$ cat config.mk
export PLATFORM = sky130hd
export DESIGN_NAME = lifo_arbiter
export DESIGN_NICKNAME = d
export VERILOG_FILES = /design/src/rtl/lifo_arbiter.sv
export SDC_FILE = /design/constraint.sdc
export NUM_CORES = 1
export LEC_CHECK = 0
export CAP_MARGIN = 20
export CORE_MARGIN = 4
export CORE_UTILIZATION = 55
export DETAILED_ROUTE_END_ITERATION = 8
export DONT_BUFFER_PORTS = 1
export PLACE_DENSITY = 0.7
export SLEW_MARGIN = 20
export SYNTH_ARGS = -nofsm -noshare
export SYNTH_HDL_FRONTEND = slang
export SYNTH_SLANG_ARGS = --single-unit
$ cat constraint.sdc
create_clock -name clock -period 2.4 [get_ports clock]
set_clock_uncertainty 0.05 [all_clocks]
set_input_delay 0.72 -clock clock [delete_from_list [all_inputs] [get_ports clock]]
set_output_delay 0.72 -clock clock [all_outputs]
set_load 0.005 [all_outputs]
$ cat src/rtl/lifo_arbiter.sv
// Round-robin two-port arbiter/sequencer for a shared linear stack; refuses over/underflow.
// Optional rejected-operation counter (err_cnt) enabled by defining LIFO_ARB_ERR_CNT_EN.
module lifo_arbiter #(
  parameter int WIDTH = 8,
  parameter int DEPTH = 7,
  parameter int LW    = 4
) (
  input  logic             clock,
  input  logic             reset,
  input  logic             req0,
  input  logic             req1,
  input  logic             op0,
  input  logic             op1,
  input  logic [WIDTH-1:0] wdata0,
  input  logic [WIDTH-1:0] wdata1,
  output logic             ack0,
  output logic             ack1,
  output logic             err,
  output logic [WIDTH-1:0] rdata,
  output logic             stk_wn,
  output logic             stk_rn,
  output logic [WIDTH-1:0] stk_din,
  input  logic [WIDTH-1:0] stk_dout,
  output logic [LW-1:0]    level
`ifdef LIFO_ARB_ERR_CNT_EN
  ,
  output logic [7:0]       err_cnt
`endif
);

  typedef enum logic [1:0] {IDLE, ISSUE, DONE} state_t;

  state_t           state, state_nxt;
  logic             id_q, op_q, ok_q, last_q;
  logic [WIDTH-1:0] wd_q;
  logic             any_req, win, win_op, win_ok;
  logic [WIDTH-1:0] win_wd;

  // last_q names the port granted most recently; on a tie the other port wins
  always_comb begin
    any_req = req0 | req1;
    win     = (req0 & req1) ? ~last_q : req1;
    win_op  = win ? op1 : op0;
    win_wd  = win ? wdata1 : wdata0;
    win_ok  = win_op ? (level < LW'(DEPTH)) : (level != '0);
  end

  always_comb begin
    state_nxt = state;
    stk_wn    = 1'b0;
    stk_rn    = 1'b0;
    stk_din   = '0;
    ack0      = 1'b0;
    ack1      = 1'b0;
    err       = 1'b0;
    case (state)
      IDLE:  if (any_req) state_nxt = ISSUE;
      ISSUE: begin
        state_nxt = DONE;
        stk_wn    = ok_q & op_q;
        stk_rn    = ok_q & ~op_q;
        if (ok_q && op_q) stk_din = wd_q;
      end
      DONE: begin
        state_nxt = IDLE;
        ack0      = ~id_q;
        ack1      = id_q;
        err       = ~ok_q;
      end
      default: state_nxt = IDLE;
    endcase
  end

  always_ff @(posedge clock or negedge reset) begin
    if (!reset) begin
      state  <= IDLE;
      id_q   <= 1'b0;
      op_q   <= 1'b0;
      ok_q   <= 1'b0;
      last_q <= 1'b1;
      wd_q   <= '0;
      rdata  <= '0;
      level  <= '0;
    end else begin
      state <= state_nxt;
      if (state == IDLE && any_req) begin
        id_q   <= win;
        op_q   <= win_op;
        ok_q   <= win_ok;
        wd_q   <= win_wd;
        last_q <= win;
      end
      // stack has already acted on the falling edge inside ISSUE
      if (state == ISSUE && ok_q) begin
        if (op_q) begin
          level <= level + 1'b1;
        end else begin
          level <= level - 1'b1;
          rdata <= stk_dout;
        end
      end
    end
  end

`ifdef LIFO_ARB_ERR_CNT_EN
  always_ff @(posedge clock or negedge reset) begin
    if (!reset) begin
      err_cnt <= '0;
    end else if (state == DONE && !ok_q && err_cnt != 8'hFF) begin
      err_cnt <= err_cnt + 8'd1;
    end
  end
`endif

endmodule

==> results.toml, run 1 <==
[detailed_routing]
wire_per_inst_um = 17.34
vias_per_cell = 5.704
ant_nets = 0
routed_wl_um = 2462
drtIter0Drc = 6
num_vias = 810
dr.pass1.iters = 4
remaining_drc_errors = 0

[sta]
rsz0062_at_grt = "false"
fin_crit_sh_pct = 95.03
finalSetupTns_ns = 0
period_needed_ns = 2.281
worst_slew_pin_slew_ns = 0.6579
relSlewSlack_pct = 56.14
max_freq_ghz = 0.4385
drv_slew = 0
setup_viol_count_final = 0
hold_viol_final = 0

[synthesis]
synth-seq-cells = 26
synth-edff-count = 0
synthFlopType = "dfrtp_1"
avgSynthCellArea_sq_um = 11.56
synth.most_common_cell = "dfrtp_1"
synth_top_area_share_pct = 51.55
yosysTopAreaCell = "dfrtp_1"
yosysSeqAreaShare_pct = 53.71
yosysWarnings = 0
syn-num-nets = 138
ys_types = 25
synthTopCellsByCount = "dfrtp_1 (25), nor2_1 (15), a21oi_1 (11)"
syn_inst = 105
synth_area_sq_um = 1214
synthArstFlopShare_pct = 100.0
synth_area_leaders = "dfrtp_1 (52%), mux2_2 (8.4%), mux2i_1 (8.2%)"

[finish]
postLayoutCoreUtil_pct = 66.65
fin_area_sq_um = 1348
regArea_sq_um = 651.9
area_delta_synth_final_pct = 11.03
multi_input_area_sq_um = 535.5
drive_above_1_share_pct = 20.87
n_antenna_cell = 0
fillers = 173
nets = 149

[clock_tree]
cts.repair.resized = 0
clk_path_buf_depth = 2
cts.reportedPaths.clkPinSlew_ns = 0.14
cts_tree = "done"
root_buffer = "clkbuf_4"
htree_levels = 1
clk_latency_ns = 0.32
cts.sinks = 26
cts_made_buffers = 3

[global_routing]
grt_pass1_vias = 809
grt_usage_pct = 17.53
grt-ovfl-total = 0
grt_util_met1_pct = 23.48
use_met2_pct = 27.36
met3_usage_pct = 3.217
antenna_found_initial = 0
grt_max_degree = 27
busiest_layer = "met2"
grt_pass1_wl_um = 3719

[place]
io_buffers = 0
dpl.hpwl_um = 1785
place_area_sq_um = 1251
place_congestion = 0.7367

[die]
start_util_pct = 60.02
num_rows = 16
die_x_um = 54.98
die_h_um = 54.98
ioPinCount = 55
die_area_sq_um = 3022
core_area_sq_um = 2022

[critical_path]
critical_path_class = "reg -> out"
critical_path.startpoint_type = "register"
path_delay_family = "simple AND/OR/NAND/NOR gates"
crit_buf_inv = 1
slowest_delay_ns = 0.43
worst_ep_required_time_ns = 1.63
crit_slowest_cell = "dfrtp_1"
cp_cell_sequence = "nand3b_1 -> nor2_1 -> buf_4 -> and2_1"
path_max_fanout = 10
cp-end-kind = "primary output"
cp.arrival_ns = 1.51

[power]
power.density_nw_per_um2 = 1338
power.leakage_nw = 0.5955
max-vdd-ir-drop_uv = 778.4

[status]
outcome = "finished clean"

[run]
maxCapViolCount = 0

[hold_path]
min_path_type = "in -> async"
-- final timing paths --
kind                       depth (start not counted)  slack [ns]     start    endpoint
max                                                4        0.12  state[1]  stk_din[3]
min                                                1        0.13     reset        ok_q
max reg2reg                                        5        0.64  state[1]    rdata[7]
min reg2reg                                        1        0.45  state[1]    state[1]
max in group asynchronous                          1        1.57     reset     wd_q[5]
min in group clock                                 1        0.40      req0      last_q
-- stage by stage --
stage / cells / hold WS, ns / worst slack, ns / total power [mW]
floorplan: 105 / 0.3744 / 0.4572 / 1.369
global placement: 132 / 0.3751 / 0.4925 / 1.488
detailed placement: 132 / 0.3751 / 0.4385 / 1.547
CTS: 136 / 0.01226 / 0.05324 / 1.764
global route: 142 / 0.1189 / 0.01229 / 1.974
finish: 142 / 0.1339 / 0.1193 / 1.803
-- metal layers --
layer  routed length, um  part of all wire [%]  up-vias
met4                  56                   2.3        0
met3                 132                   5.4        6
met1                1012                    41      393
li1                    -                     -      383
met5                   0                     0        -
met2                1261                    51       28
-- worst register-to-register path: stages, from the launching register on --
cell and delay [ns]:
dfrtp_1 0.43, nand3b_1 0.28, buf_4 0.20, nor2_2 0.15, buf_4 0.20, mux2_2 0.34
-- state kept, by name (all words and copies together), names as in the netlist --
register,count
id_q,1
last_q,1
level,4
ok_q,1
op_q,1
rdata,8
state,2
wd_q,8
-- repair_timing --
item / 4_1_cts / 5_1_grt
setup buffers: 0 / 4
hold buffers: 0 / 2
endpoints found under the setup margin: 0 / 8
endpoints found under the hold margin: 0 / 24
-- kinds of logic after synthesis --
kind of cell,count (synthesis),share of synthesized area (%)
AOI/OAI and AO/OA,20,10.10
xor gates and xnor gates,3,2.165
muxes,19,16.60
adders and majority gates,3,3.711
DFF,26,53.71
and+or+nand+nor,29,11.55
buffers and inverters,5,2.165
-- power by group --
part           internal (mW)  switching, mW
clock                 0.0927          0.124
combinational          0.372          0.355
sequential             0.666          0.194
total                   1.13          0.673
-- layout make-up --
type                    count  share of cell area (%)
flip-flops and latches     26                   48.38
multi-input cells          74                   39.74
repair buffers              9                   6.128
clock buffers               4                   2.693
well taps                  27                   2.507
inverters                   2                  0.5571
-- cells in the final DEF, fill, tap and decap left out, drive strengths merged, types with 3 or more instances in the layout --
master	Yosys	layout
dfrtp	25	25
nor2	16	16
a21oi	11	11
mux2i	10	10
mux2	9	9
and2	8	8
buf	1	8
clkbuf	2	4
xnor2	3	3
Note: power is estimated with default switching activity, not from simulation.
==> inputs of run 2 (changes only) <==
--- a/config.mk
+++ b/config.mk
@@ -7,10 +7,10 @@
 export LEC_CHECK = 0
 export CAP_MARGIN = 20
 export CORE_MARGIN = 4
-export CORE_UTILIZATION = 55
+export CORE_UTILIZATION = 65
 export DETAILED_ROUTE_END_ITERATION = 8
 export DONT_BUFFER_PORTS = 1
-export PLACE_DENSITY = 0.7
+export PLACE_DENSITY = 0.81
 export SLEW_MARGIN = 20
 export SYNTH_ARGS = -nofsm -noshare
 export SYNTH_HDL_FRONTEND = slang
==> run 2 against run 1 <==
- register-to-register slack gained 0.03 ns
- fmax grew 6.4%
- via count shrank 0.74%
- die area shrank 13%
- clock power grew 37%
- combinational power shrank 4.5%
- critical endpoint unchanged
- highest routed layer unchanged
==> results.toml, run 2 (synthesis results as in run 1) <==
[power]
max-vdd-ir-drop_uv = 968.4
power.density_nw_per_um2 = 1393
power.leakage_nw = 0.5840

[clock_tree]
clk_path_buf_depth = 2
cts.reportedPaths.clkPinSlew_ns = 0.13
root_buffer = "clkbuf_4"
cts.sinks = 26
cts.repair.resized = 0
cts_made_buffers = 3
htree_levels = 1
cts_tree = "done"
clk_latency_ns = 0.31

[detailed_routing]
num_vias = 804
ant_nets = 0
vias_per_cell = 5.869
remaining_drc_errors = 0
dr.pass1.iters = 3
drtIter0Drc = 9
routed_wl_um = 2515
wire_per_inst_um = 18.36

[sta]
fin_crit_sh_pct = 89.30
setup_viol_count_final = 0
drv_slew = 0
max_freq_ghz = 0.4666
rsz0062_at_grt = "false"
period_needed_ns = 2.143
finalSetupTns_ns = 0
worst_slew_pin_slew_ns = 0.8880
hold_viol_final = 0
relSlewSlack_pct = 40.60
worst_slack_ns = 0.2569

[critical_path]
rr_endpoint = "level[3]"
worst_ep_required_time_ns = 1.63
critical_path.startpoint_type = "register"
path_delay_family = "simple AND/OR/NAND/NOR gates"
crit_buf_inv = 1
r2r_slack_ns = 0.67
path_max_fanout = 10
crit_slowest_cell = "dfrtp_1"
cp.arrival_ns = 1.37
cp_cell_sequence = "nand3b_1 -> nor2_1 -> buf_4 -> and2_1"
cp-end-kind = "primary output"
r2r-start = "op_q"
critical_path_class = "reg -> out"
cp.depth = 4
r2r_cells = 6
slowest_delay_ns = 0.43

[place]
place_congestion = 0.7767
io_buffers = 0
post-place-ws_ns = 0.4591
dpl.hpwl_um = 1751

[global_routing]
grt_usage_pct = 19.65
antenna_found_initial = 0
grt_pass1_wl_um = 3857
grt-ovfl-total = 0
grt_max_degree = 27
grt_pass1_vias = 840

[finish]
regArea_sq_um = 651.9
postLayoutCoreUtil_pct = 76.13
final_common_cell = "dfrtp_1"
area_delta_synth_final_pct = 9.484
drive_above_1_share_pct = 17.86
fillers = 124
multi_input_area_sq_um = 535.5
reg_top3 = "rdata x8, wd_q x8, level x4"
final_cell_mix = "dfrtp_1 (25), nor2_1 (15), a21oi_1 (11)"
n_antenna_cell = 0
nets = 146

[die]
start_util_pct = 69.53
die_h_um = 51.21
core_area_sq_um = 1745
ioPinCount = 55
die_x_um = 51.21
die_area_sq_um = 2622
num_rows = 15

[run]
maxCapViolCount = 0

[hold_path]
min_path_type = "in -> async"

[status]
outcome = "finished clean"
[run 2: how the worst max path moves through the flow]
| stage | from | end | slack, ns |
|---|---|---|---|
| final | state[1] | stk_din[3] | 0.26 |
| after CTS | state[1] | stk_din[3] | 0.07 |
| after global placement | state[1] | stk_din[5] | 0.50 |
| after floorplan | state[1] | stk_din[0] | 0.46 |
| after global routing | state[1] | stk_din[6] | 0.14 |
| after detailed placement | state[1] | stk_din[3] | 0.46 |
[run 2: report_power, final]
| group | total (mW) | internal [mW] | leakage, nW | switching [mW] |
|---|---|---|---|---|
| logic | 0.694 | 0.341 | 0.255 | 0.353 |
| registers | 0.862 | 0.666 | 0.301 | 0.196 |
| clock network | 0.295 | 0.169 | 0.0279 | 0.126 |
[run 2: through the flow]
stage / cells / power [mW] / instance area [sq um] / hold WS [ns]
6_report: 137 / 1.851 / 1329 / 0.1769
2_1_floorplan: 105 / 1.369 / 1214 / 0.3744
3_3_place_gp: 130 / 1.481 / 1249 / 0.3751
3_5_place_dp: 130 / 1.537 / 1249 / 0.3751
4_1_cts: 134 / 1.844 / 1301 / 0.01263
5_1_grt: 137 / 1.998 / 1329 / 0.1464
[run 2: what timing repair did]
action | CTS | global route
endpoints found under the setup margin | 0 | 8
endpoints found under the hold margin | 0 | 20
setup buffers | 0 | 1
hold buffers | 0 | 2
[run 2: final cells by class]
type / instances / area share (%)
tap: 25 / 2.354
timing repair buffer: 6 / 3.766
clock buffer: 3 / 1.695
inverter: 2 / 0.5650
clock inverter: 1 / 2.260
sequential: 26 / 49.06
multi-input combinational: 74 / 40.30
[run 2: layer usage]
layer / wire, um / up-vias / share of wire (%) / GRT usage, %
met1: 1011 / 397 / 40 / 24.95
met3: 163 / 2 / 6.5 / 4.373
met2: 1329 / 29 / 53 / 33.91
met4: 11 / 0 / 0.44 / 5.240
met5: 0 / - / 0 / 0
li1: - / 376 / - / -
==> inputs of run 3 (changes only) <==
--- a/config.mk
+++ b/config.mk
@@ -6,11 +6,14 @@
 export NUM_CORES = 1
 export LEC_CHECK = 0
 export CAP_MARGIN = 20
+export CELL_PAD_IN_SITES_DETAIL_PLACEMENT = 2
+export CELL_PAD_IN_SITES_GLOBAL_PLACEMENT = 2
 export CORE_MARGIN = 4
-export CORE_UTILIZATION = 65
+export CORE_UTILIZATION = 33
 export DETAILED_ROUTE_END_ITERATION = 8
 export DONT_BUFFER_PORTS = 1
-export PLACE_DENSITY = 0.81
+export GPL_TIMING_DRIVEN = 0
+export PLACE_DENSITY_LB_ADDON = 0.1
 export SLEW_MARGIN = 20
 export SYNTH_ARGS = -nofsm -noshare
 export SYNTH_HDL_FRONTEND = slang
==> constraint.sdc (replaced) <==
create_clock -name clock -period 1.87 [get_ports clock]
set_clock_uncertainty 0.05 [all_clocks]
set_input_delay 0.561 -clock clock [delete_from_list [all_inputs] [get_ports clock]]
set_output_delay 0.561 -clock clock [all_outputs]
set_load 0.005 [all_outputs]
==> run 3 against run 2 <==
- the run now ends with negative setup slack left
- die area grew 80%
- critical path type unchanged
- flip-flop and latch count did not move
- power up 34%
- sequential share of layout area shrank 2.5 points
- global-route usage is 5.9 points lower
- critical path depth stayed put
- register-to-register slack worse by 0.57 ns
- count of clock-buffer cells in the layout is 1 higher
- utilization is 35 points lower
- hold slack lost 0.13 ns
- cell area grew 5.4%
==> results.toml, run 3 (synthesis results as in run 1) <==
[critical_path]
crit_start = "state[1]"
critical_path_class = "reg -> out"
worst_ep_required_time_ns = 1.26
r2r_slack_ns = 0.10
r2r-start = "op_q"
critical_path.startpoint_type = "register"
path_max_fanout = 6
cp.arrival_ns = 1.32
cp_cell_sequence = "nand3b_1 -> buf_6 -> nor2_4 -> and2_4"
crit_slowest_cell = "dfrtp_1"
slowest_delay_ns = 0.38
cp-end-kind = "primary output"

[hold_path]
min_path_type = "in -> async"

[finish]
drive_above_1_share_pct = 24.56
final_common_cell = "dfrtp_1"
reg_top3 = "rdata x8, wd_q x8, level x4"
fin_area_sq_um = 1400
nets = 148
final_cell_mix = "dfrtp_1 (25), nor2_1 (14), a21oi_1 (11)"
n_antenna_cell = 0
area_delta_synth_final_pct = 15.36
stdcell_count = 160

[sta]
fin_crit_sh_pct = 103.3
rsz0062_at_grt = "true"
whs_ns = 0.04383
max_freq_ghz = 0.5179
period_needed_ns = 1.931
worst_slack_ns = -0.06085
drv_slew = 0
worst_slew_pin_slew_ns = 0.4548
relSlewSlack_pct = 69.68
setup_viol_count_final = 8
hold_viol_final = 0

[place]
dpl.hpwl_um = 2180
place_congestion = 0.7130
place_area_sq_um = 1271
io_buffers = 0
dp_cells = 151

[clock_tree]
cts.reportedPaths.clkPinSlew_ns = 0.09
cts_tree = "done"
cts_made_buffers = 3
clk_latency_ns = 0.27
root_buffer = "clkbuf_8"
clk_path_buf_depth = 2
htree_levels = 1
cts.sinks = 26

[die]
ioPinCount = 55
num_rows = 21
core_area_sq_um = 3442
die_area_sq_um = 4712
die_h_um = 68.65
die_x_um = 68.65
start_util_pct = 35.26

[power]
power.total_mw = 2.481
power.leakage_nw = 0.5982
power.density_nw_per_um2 = 1772
max-vdd-ir-drop_uv = 434.8

[detailed_routing]
dr_wl_met3_um = 175
routed_wl_um = 2981
ant_nets = 0
dr.pass1.iters = 2
wl_met2_um = 1582
remaining_drc_errors = 0
wire_per_inst_um = 18.63
top_layer = "met4"
routedLengthMet1_um = 1209
vias_per_cell = 5.244
drtIter0Drc = 30
num_vias = 839

[global_routing]
grt_max_degree = 26
grt_usage_pct = 13.70
antenna_found_initial = 0
grt_pass1_wl_um = 4719
grt_pass1_vias = 937
grt-ovfl-total = 0

[status]
outcome = "complete, but fails checks"
violations = "negative setup slack"

[run]
maxCapViolCount = 0
-- run 3: cell types whose count changed in the layout (fill, tap and decap cells not counted), sizes merged --
cell         change
buf              +1
dlygate4sd3      -2
clkbuf           +3
bufinv           -1
nor2             +1
-- run 3: cell type report --
type | count | area [sq um]
repair buffers | 4 | 46.29
flip-flops and latches | 26 | 651.9
clock buffers | 4 | 55.05
multi-input cells | 75 | 561.8
well taps | 46 | 57.56
plain buffers | 3 | 20.02
inverters | 2 | 7.507
fillers | 361 | 2042
-- run 3: final timing paths --
check / cells after the start / to
max: 4 / stk_din[4]
min: 1 / level[1]
max reg2reg: 6 / level[3]
min reg2reg: 2 / state[1]
max in group asynchronous: 1 / state[0]
min in group clock: 1 / last_q
-- run 3: per-layer routing --
| metal | vias up | GRT usage (%) |
|---|---|---|
| li1 | 381 | - |
| met1 | 431 | 16.60 |
| met2 | 25 | 23.72 |
| met3 | 2 | 4.214 |
| met4 | 0 | 2.978 |
| met5 | - | 0 |
-- run 3: through the flow --
stage / TNS [ns] / util (%) / setup WS (ns)
2_1_floorplan: 0 / - / 0.08624
3_3_place_gp: -2.236 / 36.93 / -0.2866
3_5_place_dp: -2.798 / 36.93 / -0.3420
4_1_cts: -0.7619 / 40.64 / -0.1076
5_1_grt: -1.310 / 40.68 / -0.1595
6_report: -0.4590 / 40.68 / -0.06085
-- run 3: what timing repair did --
| action | in CTS | in global routing |
|---|---|---|
| setup buffers | 3 | 0 |
| hold buffers | 1 | 0 |
| pin swaps | 4 | 3 |
| resized for setup | 8 | 2 |
| setup endpoints to repair | 11 | 18 |
| cloned | 1 | 0 |
| hold endpoints to repair | 25 | 0 |
-- run 3: power breakdown --
group          total, mW  internal, mW  leakage (nW)  switching (mW)
clock network      0.365         0.188        0.0288           0.177
registers           1.11         0.857         0.301           0.251
logic               1.01         0.490         0.268           0.518
-- run 3: worst max-delay path: cells and delay by family (launching register included) --
| kind | cells | cell delay [ns] |
|---|---|---|
| DFF | 1 | 0.38 |
| and+or+nand+nor | 3 | 0.52 |
| buffers and inverters | 1 | 0.15 |
